### config.mk
export PLATFORM = sky130hd
export DESIGN_NAME = csr_trap_seq
export DESIGN_NICKNAME = d
export VERILOG_FILES = /design/src/rtl/csr_trap_seq.sv
export SDC_FILE = /design/constraint.sdc
export NUM_CORES = 1
export LEC_CHECK = 0
export ABC_CLOCK_PERIOD_IN_PS = 4100
export CORE_AREA = 5 5 210 212
export DETAILED_ROUTE_END_ITERATION = 8
export DIE_AREA = 0 0 215 217
export SYNTH_ARGS = -nofsm -noshare
export SYNTH_HDL_FRONTEND = slang
export SYNTH_SLANG_ARGS = --single-unit
### constraint.sdc
create_clock -name clk -period 4.1 [get_ports clk]
set_clock_uncertainty 0.05 [all_clocks]
set_input_delay 0.82 -clock clk [delete_from_list [all_inputs] [get_ports clk]]
set_output_delay 0.82 -clock clk [all_outputs]
set_load 0.01 [all_outputs]
### src/rtl/csr_trap_seq.sv
// CSR/trap sequencer: one CSRRW/RS/RC, ECALL or MRET at a time via read, modify and write steps.
// Define CSR_TRAP_SEQ_MSTATUS_EN to add the RD2 mstatus read and the mstatus update on ECALL/MRET.
module csr_trap_seq #(
   parameter int unsigned DATA_WIDTH = 64
) (
   input  logic                  clk,
   input  logic                  rst,
   input  logic                  req_valid,
   output logic                  req_ready,
   input  logic [2:0]            req_op,
   input  logic [1:0]            req_csr,
   input  logic [DATA_WIDTH-1:0] req_src,
   input  logic [4:0]            req_rd,
   input  logic [DATA_WIDTH-1:0] req_pc,
   output logic [1:0]            c_raddr,
   input  logic [DATA_WIDTH-1:0] c_rdata,
   output logic                  c_wen,
   output logic [1:0]            c_waddr,
   output logic [DATA_WIDTH-1:0] c_wdata,
   output logic                  c_wen1_2,
   output logic [1:0]            c_waddr1,
   output logic [DATA_WIDTH-1:0] c_wdata1,
   output logic [1:0]            c_waddr2,
   output logic [DATA_WIDTH-1:0] c_wdata2,
   output logic                  gpr_wen,
   output logic [4:0]            gpr_waddr,
   output logic [DATA_WIDTH-1:0] gpr_wdata,
   output logic                  done,
   output logic                  err,
   output logic                  redirect_valid,
   output logic [DATA_WIDTH-1:0] redirect_pc
);

   localparam logic [2:0] OpRw    = 3'd0;
   localparam logic [2:0] OpRs    = 3'd1;
   localparam logic [2:0] OpRc    = 3'd2;
   localparam logic [2:0] OpEcall = 3'd3;
   localparam logic [2:0] OpMret  = 3'd4;

   localparam logic [1:0] CsrMstatus = 2'd0;
   localparam logic [1:0] CsrMtvec   = 2'd1;
   localparam logic [1:0] CsrMepc    = 2'd2;
   localparam logic [1:0] CsrMcause  = 2'd3;

   localparam logic [DATA_WIDTH-1:0] CauseEcallM = DATA_WIDTH'(11);

`ifdef CSR_TRAP_SEQ_MSTATUS_EN
   typedef enum logic [1:0] {StIdle, StRd, StRd2, StWb} state_e;
`else
   typedef enum logic [1:0] {StIdle, StRd, StWb} state_e;
`endif

   state_e state_q, state_d;

   logic [2:0]            op_q;
   logic [1:0]            csr_q;
   logic [DATA_WIDTH-1:0] src_q;
   logic [4:0]            rd_q;
   logic [DATA_WIDTH-1:0] pc_q;
   logic [DATA_WIDTH-1:0] old_q;

   logic is_csrrx, is_ecall, is_mret;
   logic [DATA_WIDTH-1:0] csr_mod;

   assign is_csrrx = (op_q == OpRw) || (op_q == OpRs) || (op_q == OpRc);
   assign is_ecall = (op_q == OpEcall);
   assign is_mret  = (op_q == OpMret);

`ifdef CSR_TRAP_SEQ_MSTATUS_EN
   logic [DATA_WIDTH-1:0] ms_q;
   logic [DATA_WIDTH-1:0] ms_ecall, ms_mret;

   // Trap entry stacks MIE into MPIE and records M-mode as previous privilege.
   always_comb begin
      ms_ecall        = ms_q;
      ms_ecall[7]     = ms_q[3];
      ms_ecall[3]     = 1'b0;
      ms_ecall[12:11] = 2'b11;
      ms_mret         = ms_q;
      ms_mret[3]      = ms_q[7];
      ms_mret[7]      = 1'b1;
      ms_mret[12:11]  = 2'b00;
   end
`endif

   always_comb begin
      unique case (op_q)
         OpRs:    csr_mod = old_q | src_q;
         OpRc:    csr_mod = old_q & ~src_q;
         default: csr_mod = src_q;
      endcase
   end

   // State register
   always_ff @(posedge clk) begin
      if (rst) begin
         state_q <= StIdle;
      end else begin
         state_q <= state_d;
      end
   end

   // Request latch and read-data capture
   always_ff @(posedge clk) begin
      if (rst) begin
         op_q  <= '0;
         csr_q <= '0;
         src_q <= '0;
         rd_q  <= '0;
         pc_q  <= '0;
         old_q <= '0;
      end else begin
         if (state_q == StIdle && req_valid) begin
            op_q  <= req_op;
            csr_q <= req_csr;
            src_q <= req_src;
            rd_q  <= req_rd;
            pc_q  <= req_pc;
         end
         if (state_q == StRd && (is_csrrx || is_ecall || is_mret)) begin
            old_q <= c_rdata;
         end
      end
   end

`ifdef CSR_TRAP_SEQ_MSTATUS_EN
   always_ff @(posedge clk) begin
      if (rst) begin
         ms_q <= '0;
      end else if (state_q == StRd2) begin
         ms_q <= c_rdata;
      end
   end
`endif

   // Next-state logic
   always_comb begin
      state_d = state_q;
      unique case (state_q)
         StIdle: begin
            if (req_valid) state_d = StRd;
         end
`ifdef CSR_TRAP_SEQ_MSTATUS_EN
         StRd: begin
            if (is_ecall || is_mret) state_d = StRd2;
            else                     state_d = StWb;
         end
         StRd2: state_d = StWb;
`else
         StRd: state_d = StWb;
`endif
         StWb:    state_d = StIdle;
         default: state_d = StIdle;
      endcase
   end

   // Output logic; everything held at zero while rst is asserted
   always_comb begin
      req_ready      = 1'b0;
      c_raddr        = '0;
      c_wen          = 1'b0;
      c_waddr        = '0;
      c_wdata        = '0;
      c_wen1_2       = 1'b0;
      c_waddr1       = '0;
      c_wdata1       = '0;
      c_waddr2       = '0;
      c_wdata2       = '0;
      gpr_wen        = 1'b0;
      gpr_waddr      = '0;
      gpr_wdata      = '0;
      done           = 1'b0;
      err            = 1'b0;
      redirect_valid = 1'b0;
      redirect_pc    = '0;
      if (!rst) begin
         unique case (state_q)
            StIdle: req_ready = 1'b1;
            StRd: begin
               if (is_csrrx)      c_raddr = csr_q;
               else if (is_ecall) c_raddr = CsrMtvec;
               else if (is_mret)  c_raddr = CsrMepc;
            end
`ifdef CSR_TRAP_SEQ_MSTATUS_EN
            StRd2: c_raddr = CsrMstatus;
`endif
            StWb: begin
               done = 1'b1;
               if (is_csrrx) begin
                  c_wen     = 1'b1;
                  c_waddr   = csr_q;
                  c_wdata   = csr_mod;
                  gpr_wen   = (rd_q != 5'd0);
                  gpr_waddr = rd_q;
                  gpr_wdata = old_q;
               end else if (is_ecall) begin
                  c_wen1_2       = 1'b1;
                  c_waddr1       = CsrMepc;
                  c_wdata1       = pc_q;
                  c_waddr2       = CsrMcause;
                  c_wdata2       = CauseEcallM;
`ifdef CSR_TRAP_SEQ_MSTATUS_EN
                  c_wen          = 1'b1;
                  c_waddr        = CsrMstatus;
                  c_wdata        = ms_ecall;
`endif
                  redirect_valid = 1'b1;
                  redirect_pc    = old_q;
               end else if (is_mret) begin
`ifdef CSR_TRAP_SEQ_MSTATUS_EN
                  c_wen          = 1'b1;
                  c_waddr        = CsrMstatus;
                  c_wdata        = ms_mret;
`endif
                  redirect_valid = 1'b1;
                  redirect_pc    = old_q;
               end else begin
                  err = 1'b1;
               end
            end
            default: ;
         endcase
      end
   end

endmodule

Word-level counts from Yosys, hierarchy flattened
Index checks and enable logic that the tools add are counted.
- logic and storage cells: 91
- input port bits: 205
- output and inout bits: 340
- flip-flop bits (word level): 204
- reduce and logical (&&, ||, !) cells: 9
- equal/unequal tests: 7
- bitwise operators: 3
- mux-type cells: 65
- operator list (operator ; count):
    2-to-1 mux 64 bit ; 15
    case mux 64 bit (2 select lines) ; 1
    AND 64 bit ; 1
    NOT 64 bit ; 1
    bitwise OR 64 bit ; 1
    2-to-1 mux 2 bit ; 17
    2-to-1 mux 1 bit ; 24
    2-to-1 mux 4 bit ; 4
    2-to-1 mux 5 bit ; 3
    equality test 3 x 2 -> 1 bit (second input constant) ; 2
    nonzero test 5 bit ; 1
    logical OR 1 bit ; 4
    case mux 2 bit (2 select lines) ; 1
    equality test 3 x 1 -> 1 bit (second input constant) ; 1
    equality test 3 bit (second input constant) ; 1
    zero test 3 bit ; 1
    equality test 2 x 1 -> 1 bit (second input constant) ; 1
    equality test 2 bit (second input constant) ; 1
    logical AND 1 bit ; 2
    zero test 2 bit ; 1
    != test 2 bit (second input constant) ; 1

Longest topological paths before layout
- depth after elaboration: 6
- depth in mapped cells: 7
- mapped depth without buffers: 4

Worst setup path after synthesis
No wires, ideal clock.
- kind: input to output
- start: input port rst
- end: output port c_wdata[24]
- stages: 7
- required time: 3.230 ns
- path slack: 1.262 ns
- arrival time: 1.968 ns
- path through: buf_6 -> or3b_4 -> inv_2 -> nand2_2 -> buf_6 -> buf_6 -> nor2_1
- cells in the longest elaborated chain, start to end: 1
- ends and longest elaborated chain (element ; RTL line ; RTL):
    start, declared ; 7 ; input logic rst,
    2-to-1 mux 64 bit ; 176 ; if (!rst) begin
    end, declared ; 19 ; output logic [DATA_WIDTH-1:0] c_wdata,
Every way passes these cells.

Worst setup path in the final report
- start: register op_q[1]
- end: output port c_wdata[0]
- cells in the longest elaborated chain, start to end: 6
- ends and longest elaborated chain (element ; RTL line ; RTL):
    start, declared ; 55 ; logic [2:0] op_q;
    start signal, assigned ; 114 ; op_q <= req_op;
    branches (longest 3 deep; another with case mux 64 bit (2 select lines)) ; -- ;
    2-to-1 mux 64 bit (*) ; 189 ; if (is_csrrx) begin
    2-to-1 mux 64 bit (*) ; 177 ; unique case (state_q)
    2-to-1 mux 64 bit (*) ; 176 ;
Mark *: on every way between the ends.

==> reports/metrics.yaml <==
placement:
  dpl.cell_count: 2335
  dp_hpwl_mm: 31.81
  routabilityCongestion: 0.8107
  numPortBuffers: 482
global_route:
  grt_max_degree: 117
  grt_first_pass_wirelength_mm: 67.78
  grt_pass1_vias: 10800
  antenna_found_initial: 3
  grt-ovfl-total: 0
  track_usage: 0.1817
cts:
  post_cts_buffers: 0
  clk_latency_ns: 0.53
  cts.clk_slew.worst_paths_ns: 0.06
  cts_hold_buf: 0
  cts_resized: 0
  cts_tree: "yes"
  numCtsBuffers: 26
  htree_levels: 1
  cts_root_buffer: "clkbuf_16"
  clockBufferDepth: 3
  clock_sinks: 204
worst_setup_path:
  crit_type: "register to primary output"
  path_delay_family: "buffers and inverters"
  max_stage_delay_ns: 0.64
  r2r_start: "state_q[0]$_SDFFE_PP0P_"
  critPathBufInv: 2
  crit_required_ns: 3.23
  critPathSlowestCell: "dfxtp_1"
  crit_path_end_kind: "primary output"
  critPathLaunchType: "register"
  crit_chain: "or3b_2 > buf_4 > a22oi_1 > nor2_1 > clkdlybuf4s50_1"
  critPathLaunch: "op_q[1]$_SDFFE_PP0P_"
  cp_max_fo: 33
  crit_arrival_ns: 2.88
sta:
  rsz0062_at_grt: "false"
  hold_viol: 0
  tightest_slew_ns: 1.054
  timing.hold.ws_ns: 0.3980
  finalSetupViolCount: 0
  slew_headroom: 0.2973
  tns_ns: 0
  drv_slew: 0
  fmax_mhz: 267.0
  fin_crit_ns: 3.745
  min_period_over_period: 0.9135
finish:
  num-nets-final: 2029
  final_util: 0.3988
  drive_gt1_frac: 0.04338
  syn_to_final_growth_pct: 53.28
  stdcell_count: 2384
synth:
  synth_common_cells: "nand2_1 (278), dfxtp_1 (204), a21oi_1 (142)"
  ys_seq_elements: 204
  synth_top_area_share: 0.3759
  ys_types: 32
  ys_warn_count: 0
  synth_top_cell_by_area: "dfxtp_1"
  netlist_top_cells_area: "dfxtp_1 (38%), nand2_1 (9.6%), and2_1 (7.4%)"
  async_flop_share: 0
  dominantRegCellSynth: "dfxtp_1"
  synth_seq_area_share: 0.3759
  syn_area_per_cell_um2: 7.629
  synth_edf_count: 0
  synth.most_common_cell: "nand2_1"
  synth_cells: 1424
  syn_area_um2: 10860
drt:
  drt-total-wl_mm: 44.97
  num_vias: 10930
  firstDrtPassIters: 5
  drtIter0Drc: 607
  avgViaCountPerCell: 4.586
  antenna_left: 0
  drc: 0
  wl_per_cell_um: 18.86
status:
  status: "completed"
floorplan:
  initial_core_util: 0.2602
  fp.coreArea_um2: 41760
  rows: 75
  die-area_um2: 46660
  pin_count: 545
  die_h_um: 217
  die-width_um: 215
flow_run:
  maxCapViolations: 0
worst_hold_path:
  min_path_type: "register to register"
  hold_start: "pc_q[15]$_SDFFE_PP0P_"
power:
  p_total_mw: 5.293
  power_density_nw_per_um2: 317.8
  peakVddDrop_uv: 284.6
  cellLeakagePower_nw: 6.234
==> per-stage QoR <==
| stage | cell area, µm² | setup slack (ns) |
|---|---|---|
| floorplan | 11090 | 1.262 |
| global placement | 15770 | 0.5124 |
| detailed placement | 15770 | 0.5224 |
| CTS | 16650 | 0.1868 |
| global route | 16650 | 0.1338 |
| finish | 16650 | 0.3547 |
==> worst min-delay path, delay by kind of cell (launching register included) <==
kind            cells  cell delay (ns)
compound gates      1             0.05
flops               1             0.30
simple gates        1             0.05
==> area by class of cell <==
| cell class | instances | area, µm² |
|---|---|---|
| Antenna cell | 1 | 2.502 |
| Clock buffer | 41 | 818.3 |
| Clock inverter | 7 | 65.06 |
| Fill cell | 4294 | 25110 |
| Inverter | 3 | 11.26 |
| Multi-Input combinational cell | 1085 | 5917 |
| Sequential cell | 204 | 4085 |
| Tap cell | 539 | 674.4 |
| Timing Repair Buffer | 504 | 5079 |
==> logic make-up after synthesis <==
kind of cell	Yosys count	synth area share
and+or+nand+nor	749	0.3395
AOI/OAI and AO/OA	209	0.1185
DFF	204	0.3759
buffers and inverters	196	0.1053
muxes	64	0.05897
xor gates and xnor gates	1	0.001498
other	1	0.0003452
==> final timing paths <==
check / slack (ns) / depth (start not counted) / to
worst max-delay path: 0.35 / 5 / c_wdata[0]
worst max register to register: 2.18 / 4 / src_q[48]$_SDFFE_PP0P_
worst min-delay path: 0.40 / 2 / pc_q[15]$_SDFFE_PP0P_
worst min register to register: 0.40 / 2 / pc_q[15]$_SDFFE_PP0P_
==> registers in the layout, indices dropped and copies added, names as in the netlist <==
register  flops
old_q        64
pc_q         64
src_q        64
rd_q          5
op_q          3
csr_q         2
state_q       2
==> metal layers <==
layer / vias to the layer above / GRT usage / part of all wire
met5: - / 0 / 0.00056
li1: 5344 / - / -
met3: 56 / 0.05100 / 0.075
met4: 4 / 0.04160 / 0.019
met2: 389 / 0.3067 / 0.47
met1: 5139 / 0.2325 / 0.44
==> power by group <==
group          switching [mW]  internal [mW]  leakage, nW
combinational           0.399          0.359         4.13
sequential              0.108           2.10         1.67
clock                   0.899           1.42        0.433
total                    1.41           3.89         6.23
==> cells in the final DEF (no fill, tap or decap), types with 2 or more instances in the layout <==
master,instances
conb_1,62
inv_1,2
or3b_4,2
and3_1,71
clkbuf_1,5
nand2b_1,129
nand2_1,278
clkinvlp_4,2
a22oi_1,2
o21ai_0,2
clkbuf_8,9
or2_2,2
a21oi_4,2
a21oi_1,142
mux2i_1,64
dfxtp_1,203
and2_1,129
buf_4,15
a32oi_1,61
nor3_1,3
nor2_1,126
nor3b_1,2
clkinv_2,4
clkbuf_16,27
buf_12,7
clkdlybuf4s50_1,481
(Power assumes the default switching activity.)
